**config.mk**
```make
export PLATFORM = sky130hd
export DESIGN_NAME = ym2149_vgm_writer
export DESIGN_NICKNAME = d
export VERILOG_FILES = /design/src/rtl/ym2149_vgm_writer.sv
export SDC_FILE = /design/constraint.sdc
export NUM_CORES = 1
export LEC_CHECK = 0
export CAP_MARGIN = 20
export CORE_MARGIN = 2
export CORE_UTILIZATION = 30
export CTS_CLUSTER_DIAMETER = 120
export CTS_CLUSTER_SIZE = 28
export DETAILED_ROUTE_END_ITERATION = 8
export GPL_ROUTABILITY_DRIVEN = 0
export MAX_ROUTING_LAYER = met4
export SYNTH_ARGS = -nofsm -noshare
export SYNTH_HDL_FRONTEND = slang
export SYNTH_SLANG_ARGS = --single-unit
```
**constraint.sdc**
```tcl
create_clock -name in_clk -period 3.9 [get_ports in_clk]
set_clock_uncertainty 0.05 [all_clocks]
set_input_delay 0.585 -clock in_clk [delete_from_list [all_inputs] [get_ports in_clk]]
set_output_delay 0.585 -clock in_clk [all_outputs]
set_load 0.03 [all_outputs]
```
**src/rtl/ym2149_vgm_writer.sv**
```systemverilog
// VGM-subset command player: fetches bytes over valid/ready, issues timed PSG
// register-write strobes and executes sample-count waits at 44.1 kHz.
module ym2149_vgm_writer #(
   parameter int SAMPLE_DIV = 45,
   parameter int WR_HIGH    = 2,
   parameter int WR_LOW     = 2
) (
   input  logic       in_clk,
   input  logic       in_rst_n,
   input  logic       in_enable,
   input  logic [7:0] in_byte,
   input  logic       in_valid,
   output logic       out_ready,
   output logic [3:0] out_reg,
   output logic [7:0] out_val,
   output logic       out_wr,
   output logic       out_busy,
   output logic       out_done,
   output logic       out_err
);

   typedef enum logic [2:0] {
      FETCH_OP, FETCH_A1, FETCH_A2, WRITE_HI, WRITE_LO, WAIT, DONE, ERROR
   } state_t;

   localparam int WR_MAX = (WR_HIGH > WR_LOW) ? WR_HIGH : WR_LOW;
   localparam int WCNT_W = (WR_MAX > 1) ? $clog2(WR_MAX) : 1;
   localparam int DIV_W  = (SAMPLE_DIV > 1) ? $clog2(SAMPLE_DIV) : 1;

   state_t            r_state;
   logic [7:0]        r_op;
   logic [7:0]        r_arg1;
   logic [15:0]       r_samples;
   logic [DIV_W-1:0]  r_div;
   logic [WCNT_W-1:0] r_wcnt;
   logic              r_ready;
   logic [3:0]        r_reg;
   logic [7:0]        r_val;
   logic              r_wr;

   state_t      w_next;
   logic        w_hs;
   logic        w_load_write;
   logic        w_load_wait;
   logic [15:0] w_wait_n;
   logic        w_div_wrap;

   assign w_hs       = in_valid && r_ready;
   assign w_div_wrap = (r_div == DIV_W'(SAMPLE_DIV - 1));

   always_comb begin
      w_next       = r_state;
      w_load_write = 1'b0;
      w_load_wait  = 1'b0;
      w_wait_n     = 16'd0;
      case (r_state)
         FETCH_OP: begin
            if (w_hs) begin
               case (in_byte)
                  8'hA0, 8'h61: w_next = FETCH_A1;
                  8'h62: begin
                     w_wait_n    = 16'd735;
                     w_load_wait = 1'b1;
                     w_next      = WAIT;
                  end
                  8'h63: begin
                     w_wait_n    = 16'd882;
                     w_load_wait = 1'b1;
                     w_next      = WAIT;
                  end
                  8'h66: w_next = DONE;
                  default: begin
                     if (in_byte[7:4] == 4'h7) begin
                        w_wait_n    = {12'h000, in_byte[3:0]} + 16'd1;
                        w_load_wait = 1'b1;
                        w_next      = WAIT;
                     end else begin
                        w_next = ERROR;
                     end
                  end
               endcase
            end
         end
         FETCH_A1: begin
            if (w_hs) w_next = FETCH_A2;
         end
         FETCH_A2: begin
            if (w_hs) begin
               if (r_op == 8'hA0) begin
                  // Register indices above 15 are swallowed without a strobe.
                  if (r_arg1[7:4] == 4'h0) begin
                     w_load_write = 1'b1;
                     w_next       = WRITE_HI;
                  end else begin
                     w_next = FETCH_OP;
                  end
               end else begin
                  w_wait_n = {in_byte, r_arg1};
                  if (w_wait_n == 16'd0) begin
                     w_next = FETCH_OP;
                  end else begin
                     w_load_wait = 1'b1;
                     w_next      = WAIT;
                  end
               end
            end
         end
         WRITE_HI: begin
            if (r_wcnt == WCNT_W'(WR_HIGH - 1)) w_next = WRITE_LO;
         end
         WRITE_LO: begin
            if (r_wcnt == WCNT_W'(WR_LOW - 1)) w_next = FETCH_OP;
         end
         WAIT: begin
            if (in_enable && w_div_wrap && (r_samples == 16'd1)) w_next = FETCH_OP;
         end
         DONE:    w_next = DONE;
         ERROR:   w_next = ERROR;
         default: w_next = ERROR;
      endcase
   end

   always_ff @(posedge in_clk or negedge in_rst_n) begin
      if (!in_rst_n) begin
         r_state   <= FETCH_OP;
         r_op      <= 8'h00;
         r_arg1    <= 8'h00;
         r_samples <= 16'd0;
         r_div     <= '0;
         r_wcnt    <= '0;
         r_ready   <= 1'b0;
         r_reg     <= 4'h0;
         r_val     <= 8'h00;
         r_wr      <= 1'b0;
      end else begin
         r_state <= w_next;
         r_ready <= in_enable &&
                    ((w_next == FETCH_OP) || (w_next == FETCH_A1) || (w_next == FETCH_A2));
         r_wr    <= (w_next == WRITE_HI);
         if (w_hs && (r_state == FETCH_OP)) r_op <= in_byte;
         if (w_hs && (r_state == FETCH_A1)) r_arg1 <= in_byte;
         if (w_load_write) begin
            r_reg <= r_arg1[3:0];
            r_val <= in_byte;
         end
         if (w_next != r_state) begin
            r_wcnt <= '0;
         end else if ((r_state == WRITE_HI) || (r_state == WRITE_LO)) begin
            r_wcnt <= r_wcnt + WCNT_W'(1);
         end
         // Divider and sample counter freeze while paused.
         if (w_load_wait) begin
            r_samples <= w_wait_n;
            r_div     <= '0;
         end else if ((r_state == WAIT) && in_enable) begin
            if (w_div_wrap) begin
               r_div     <= '0;
               r_samples <= r_samples - 16'd1;
            end else begin
               r_div <= r_div + DIV_W'(1);
            end
         end
      end
   end

   assign out_ready = r_ready;
   assign out_reg   = r_reg;
   assign out_val   = r_val;
   assign out_wr    = r_wr;
   assign out_busy  = !((r_state == FETCH_OP) || (r_state == DONE) || (r_state == ERROR));
   assign out_done  = (r_state == DONE);
   assign out_err   = (r_state == ERROR);

endmodule

```
; ---- Word-level counts from Yosys, hierarchy flattened
; Cells that the tools add are included.
[totals]
latch_bits = 0
n_memories = 0
mem_bits_ro = 0
input_bits = 12
mem_bits_rw = 0
reg_bits = 56
out_inout_bits = 17
wordCells = 95
[classes]
eq_ne = 20
n_mux = 37
n_bitwise = 0
shifts = 0
n_div = 0
reduce_logical = 24
order_cmp = 0
mul = 0
n_addsub = 4
[ops]
columns = cell, n
row1 = 2-to-1 mux 16 bit, 5
row2 = "equality test 8 x 7 -> 1 bit, second input constant", 4
row3 = case mux 16 bit (2 select lines), 1
row4 = case mux 10 bit (3 select lines), 1
row5 = 2-to-1 mux 3 bit, 8
row6 = case mux 3 bit (8 select lines), 1
row7 = 2-to-1 mux 6 bit, 3
row8 = "equality test 16 x 1 -> 1 bit, second input constant", 1
row9 = "equality test 8 bit, second input constant", 2
row10 = logical NOT 16 bit, 1
row11 = "subtractor 16 x 1 -> 16 bit, second input constant", 1
row12 = "equality test 3 x 2 -> 1 bit, second input constant", 4
row13 = "equality test 3 bit, second input constant", 4
row14 = 2-to-1 mux 1 bit, 11
row15 = 2-to-1 mux 10 bit, 1
row16 = case mux 3 bit (3 select lines), 1
row17 = logical AND 1 bit, 7
row18 = "adder 6 x 1 -> 6 bit, second input constant", 1
row19 = "equality test 3 x 1 -> 1 bit, second input constant", 2
row20 = "equality test 6 bit, second input constant", 1
row21 = logical NOT 3 bit, 2
row22 = nonzero test 2 bit, 3
row23 = "adder 4 x 1 -> 5 bit, second input constant", 1
row24 = logical OR 1 bit, 5
row25 = other kinds (11), 14

; ---- Longest topological paths before layout
[depth]
depth_word = 9
ltp_mapped = 8
mapped_depth_nobuf = 7

; ---- Least setup slack after synthesis
; OpenSTA, ideal clock, no wires.
[synth_path]
path_type = input-to-reg
from = input port in_byte[0]
to = register r_wr (netlist: out_wr)
stages = 7
arrival_ps = 2177
setup_ps = 66
n_path_buf = 0
slack_ps = 1606
path_cell_list = inv_1 ha_1 nor3b_1 a211oi_1 a221oi_1 or4b_4 and3b_1
[synth_via]
elab_chain_cells = 6
elab_cells_between_ends = 15
cone_classes = 6 x eq/ne / 6 x mux / 3 x reduce/logical
[synth_rtl]
columns = item, line_no
row1 = from (decl), 11  ; input logic [7:0] in_byte,
row2 = "equality test 8 x 7 -> 1 bit, or another cell as far along", 59  ; case (in_byte)
row3 = OR reduction 2 bit (no source line) / 2-to-1 mux 3 bit (equally long branches), n/a
row4 = case mux 3 bit (3 select lines) / 2-to-1 mux 3 bit (equally long branches), "59, 89"
row5 = "2-to-1 mux 3 bit, on equally long branches", "58, 88"
row6 = case mux 3 bit (8 select lines) *, 56  ; case (r_state)
row7 = via w_next[2], 41  ; state_t w_next;
row8 = equality test 3 x 2 -> 1 bit *, 139  ; r_wr <= (w_next == WRITE_HI);
row9 = to (signal assigned), 139
row10 = to (decl), 39  ; logic r_wr;
; The timed path passes the listed nets; every way through them passes the cells marked *.
; A chain may end at the register's enable or synchronous reset.

; ---- Worst setup path after layout
[layout_path]
from = input port in_byte[0]
to = register r_div[5]
[layout_via]
elab_chain_cells = 6
elab_cells_between_ends = 16
cone_classes = 5 x eq/ne / 7 x mux / 4 x reduce/logical
[layout_rtl]
columns = item, line_no
row1 = "equality test 8 x 7 -> 1 bit, or another cell as far along", 59
row2 = "OR reduction 3 bit (no source line), or another cell as far along", n/a
row3 = case mux 1 bit (2 select lines) / 2-to-1 mux 1 bit (equally long branches), "59, 89"
row4 = "2-to-1 mux 1 bit, on equally long branches", "58, 88"
row5 = case mux 1 bit (2 select lines) *, 56
row6 = 2-to-1 mux 6 bit / nonzero test 2 bit (equally long branches), n/a
row7 = to (signal assigned), 160  ; r_div <= r_div + DIV_W'(1);
row8 = to (decl), 34  ; logic [DIV_W-1:0] r_div;
; Mark *: on every way between the ends. The rest lies on a longest branch, timed or not.

==> reports/results.txt <==
Relative slew slack - 48.76%
Total routed wirelength - 8718 microns
Clk buf depth - 2
Synthesized flop and latch total - 56
Synth Flop Type - dfrtp_1
Synthesis warning total - 0
Setup Buffers After CTS - 0
Initial Utilization - 30.86%
Setup TNS - 0 ns
CTS Hold Bufs - 0
Total number of vias - 2900
CP Capture Type - flop
Final hold violation count - 0
RSZ-0062 raised after global routing - false
Leakage power - 1.626 nW
Max Cap Viol - 0
Antenna violations before repair - 0
Tcrit/Tclk final - 76.90%
Post-synth EDFFs - 0
Worst-Margin Slew - 0.7645 ns
Wire per inst - 16.67 microns
CTS tree - yes
Fill count - 1111
Cell row count - 38
First-pass GRT wire length - 14330 microns
Pwr per Cell Area - 265.7 nW/um^2
Final Max Tran Viols - 0
Area added between synthesis and finish - 16.16%
CTS buffer count - 5
Final setup viols - 0
Syn avg cell area - 9.294 sq um
CP peak stage delay - 0.66 ns
CP max FO - 13
Number of remaining DRC errors - 0
Dpl hpwl - 6259 microns
Clk root buf - clkbuf_8
Pin count of the biggest net entering global routing - 31
Cells after Synth - 360
Cell variety after synth - 64
Total clock sinks - 56
Ant diodes - 0
Register area share after synthesis - 41.88%
Worst path arrival time - 3.18 ns
Outcome - completed
Crit path max-delay cell type - clkdlybuf4s50_1
CP Cell Sequence - clkdlybuf4s50_1 -> inv_1 -> ha_1 -> nor2_1 -> nor4_1 -> o31ai_1 -> nor2_2 -> buf_4 -> a311oi_1
Setup CP Type - in -> reg
Crit start category - input pin
Post-synth ARST share - 100.0%
Reg with most FFs - r_samples
Vias in the first global route - 2791
Peak Freq - 0.3334 GHz
Clk_lat worst skew - 0.31 ns
Port bufs - 28
Share of layout cells above drive strength 1 - 13.05%
I/O Pins - 29
CP required - 4.08 ns
Overall Power - 1.032 mW
Gr usage total - 15.61%
CTS HTree Levels - 2
Post-route ant nets - 0
Die area - 12010 sq um
Mapped Area - 3346 sq um
Die Span Y - 109.6 microns
Post-Syn Nets - 380
Post-CTS resize count - 0
Core box area - 10840 sq um
Total global routing overflow - 0
Starting DRT DRC Count - 198
Min Tclk post-route - 2.999 ns
Die width - 109.6 microns
Drt first pass iters - 4
HP Class - in -> async
Largest register FFs - 16
Layout net count - 402
Clk pin slew, worst setup/hold paths - 0.11 ns
Avg Vias per Cell - 5.545
Hold Slack - 0.2146 ns
Worst VDD drop - 132.0 uV
## cells by family after synthesis
logic type,after synthesis,synth area share [%]
AOI/OAI and AO/OA,82,16.90
xor gates and xnor gates,9,2.356
adders and majority gates,8,2.992
buffers and inverters,36,4.375
DFF,56,41.88
muxes,20,6.657
and+or+nand+nor,149,24.83
## Yosys cell counts, drive strengths merged (9+ instances only)
cell / n / area, sq um
a21oi: 15 / 75.07
nor2: 27 / 103.9
mux2: 18 / 202.7
clkbuf: 13 / 50.04
dfrtp: 56 / 1401
buf: 9 / 43.79
o21ai: 20 / 100.1
nand2: 44 / 165.2
nand4: 9 / 56.30
inv: 14 / 52.55
nor3: 9 / 55.05
## stage by stage
| step | cells | utilization, % | setup slack (ns) | instance area (sq um) |
|---|---|---|---|---|
| floorplan | 360 | - | 1.606 | 3346 |
| global placement | 515 | 34.78 | 0.7352 | 3770 |
| detailed placement | 515 | 34.78 | 0.6247 | 3770 |
| CTS | 523 | 35.85 | 0.9596 | 3886 |
| global route | 523 | 35.85 | 0.8015 | 3886 |
| finish | 523 | 35.85 | 0.9007 | 3886 |
## critical path: cells and delay by family
family | cells | cell delay (ns)
adders and majority gates | 1 | 0.29
and+or+nand+nor | 3 | 0.59
buffers and inverters | 3 | 1.03
AOI/OAI and AO/OA | 2 | 0.68
## layout by cell type (no fill, tap or decap), types with 3 or more instances in the layout
cell type / Yosys / routed
buf_4: 0 / 9
mux2_2: 18 / 18
ha_1: 8 / 8
nand2b_1: 5 / 5
a32oi_1: 5 / 5
nor2_1: 26 / 26
clkbuf_8: 0 / 5
a21oi_1: 15 / 15
xor2_1: 8 / 8
a221oi_1: 8 / 8
nand3b_1: 5 / 5
nor3_1: 7 / 7
nor4_1: 8 / 8
nor2b_1: 3 / 3
a22oi_1: 3 / 3
nand3_1: 8 / 8
clkdlybuf4s50_1: 0 / 27
nand2_1: 44 / 44
o21ai_0: 19 / 19
o22ai_1: 6 / 6
or2_2: 3 / 3
nand4_1: 9 / 9
dfrtp_1: 56 / 56
inv_1: 14 / 14
a211oi_1: 3 / 3
and3_1: 5 / 5
and4b_1: 3 / 3
and3b_1: 3 / 3
## area by class of cell
type	count	area (sq um)	area share (%)
multi-input combinational	268	1798	46.27
sequential	56	1401	36.06
timing repair buffer	37	342.8	8.822
tap	140	175.2	4.507
clock buffer	5	68.82	1.771
inverter	14	52.55	1.352
clock inverter	3	47.55	1.223
## report_power, final
group,total [mW],switching [mW],leakage [nW],internal [mW]
combinational,0.0588,0.0394,0.811,0.0194
sequential,0.580,0,0.757,0.580
clock,0.393,0.200,0.0583,0.194
## metal layers
layer  track usage, %  up-vias  wire length (microns)
li1                 -     1372                      -
met1            21.34     1418                   3995
met2            24.34       95                   4117
met3            2.430       15                    475
met4            3.797        0                    129
met5                -        -                      0
## worst paths after layout
| path | from | to | slack, ns | cells past startpoint |
|---|---|---|---|---|
| min in group in_clk | r_op[5]$_DFFE_PN0P_ | r_op[5]$_DFFE_PN0P_ | 0.44 | 2 |
| worst min-delay path | in_rst_n | r_op[4]$_DFFE_PN0P_ | 0.21 | 1 |
| worst min register to register | r_op[5]$_DFFE_PN0P_ | r_op[5]$_DFFE_PN0P_ | 0.44 | 2 |
| max in group asynchronous | in_rst_n | r_samples[8]$_DFFE_PN0P_ | 2.75 | 2 |
| worst max-delay path | in_byte[0] | r_div[5]$_DFFE_PN0P_ | 0.90 | 9 |
| worst max register to register | r_op[1]$_DFFE_PN0P_ | out_ready$_DFF_PN0_ | 1.33 | 5 |
Power figures use the tool's default switching activity.
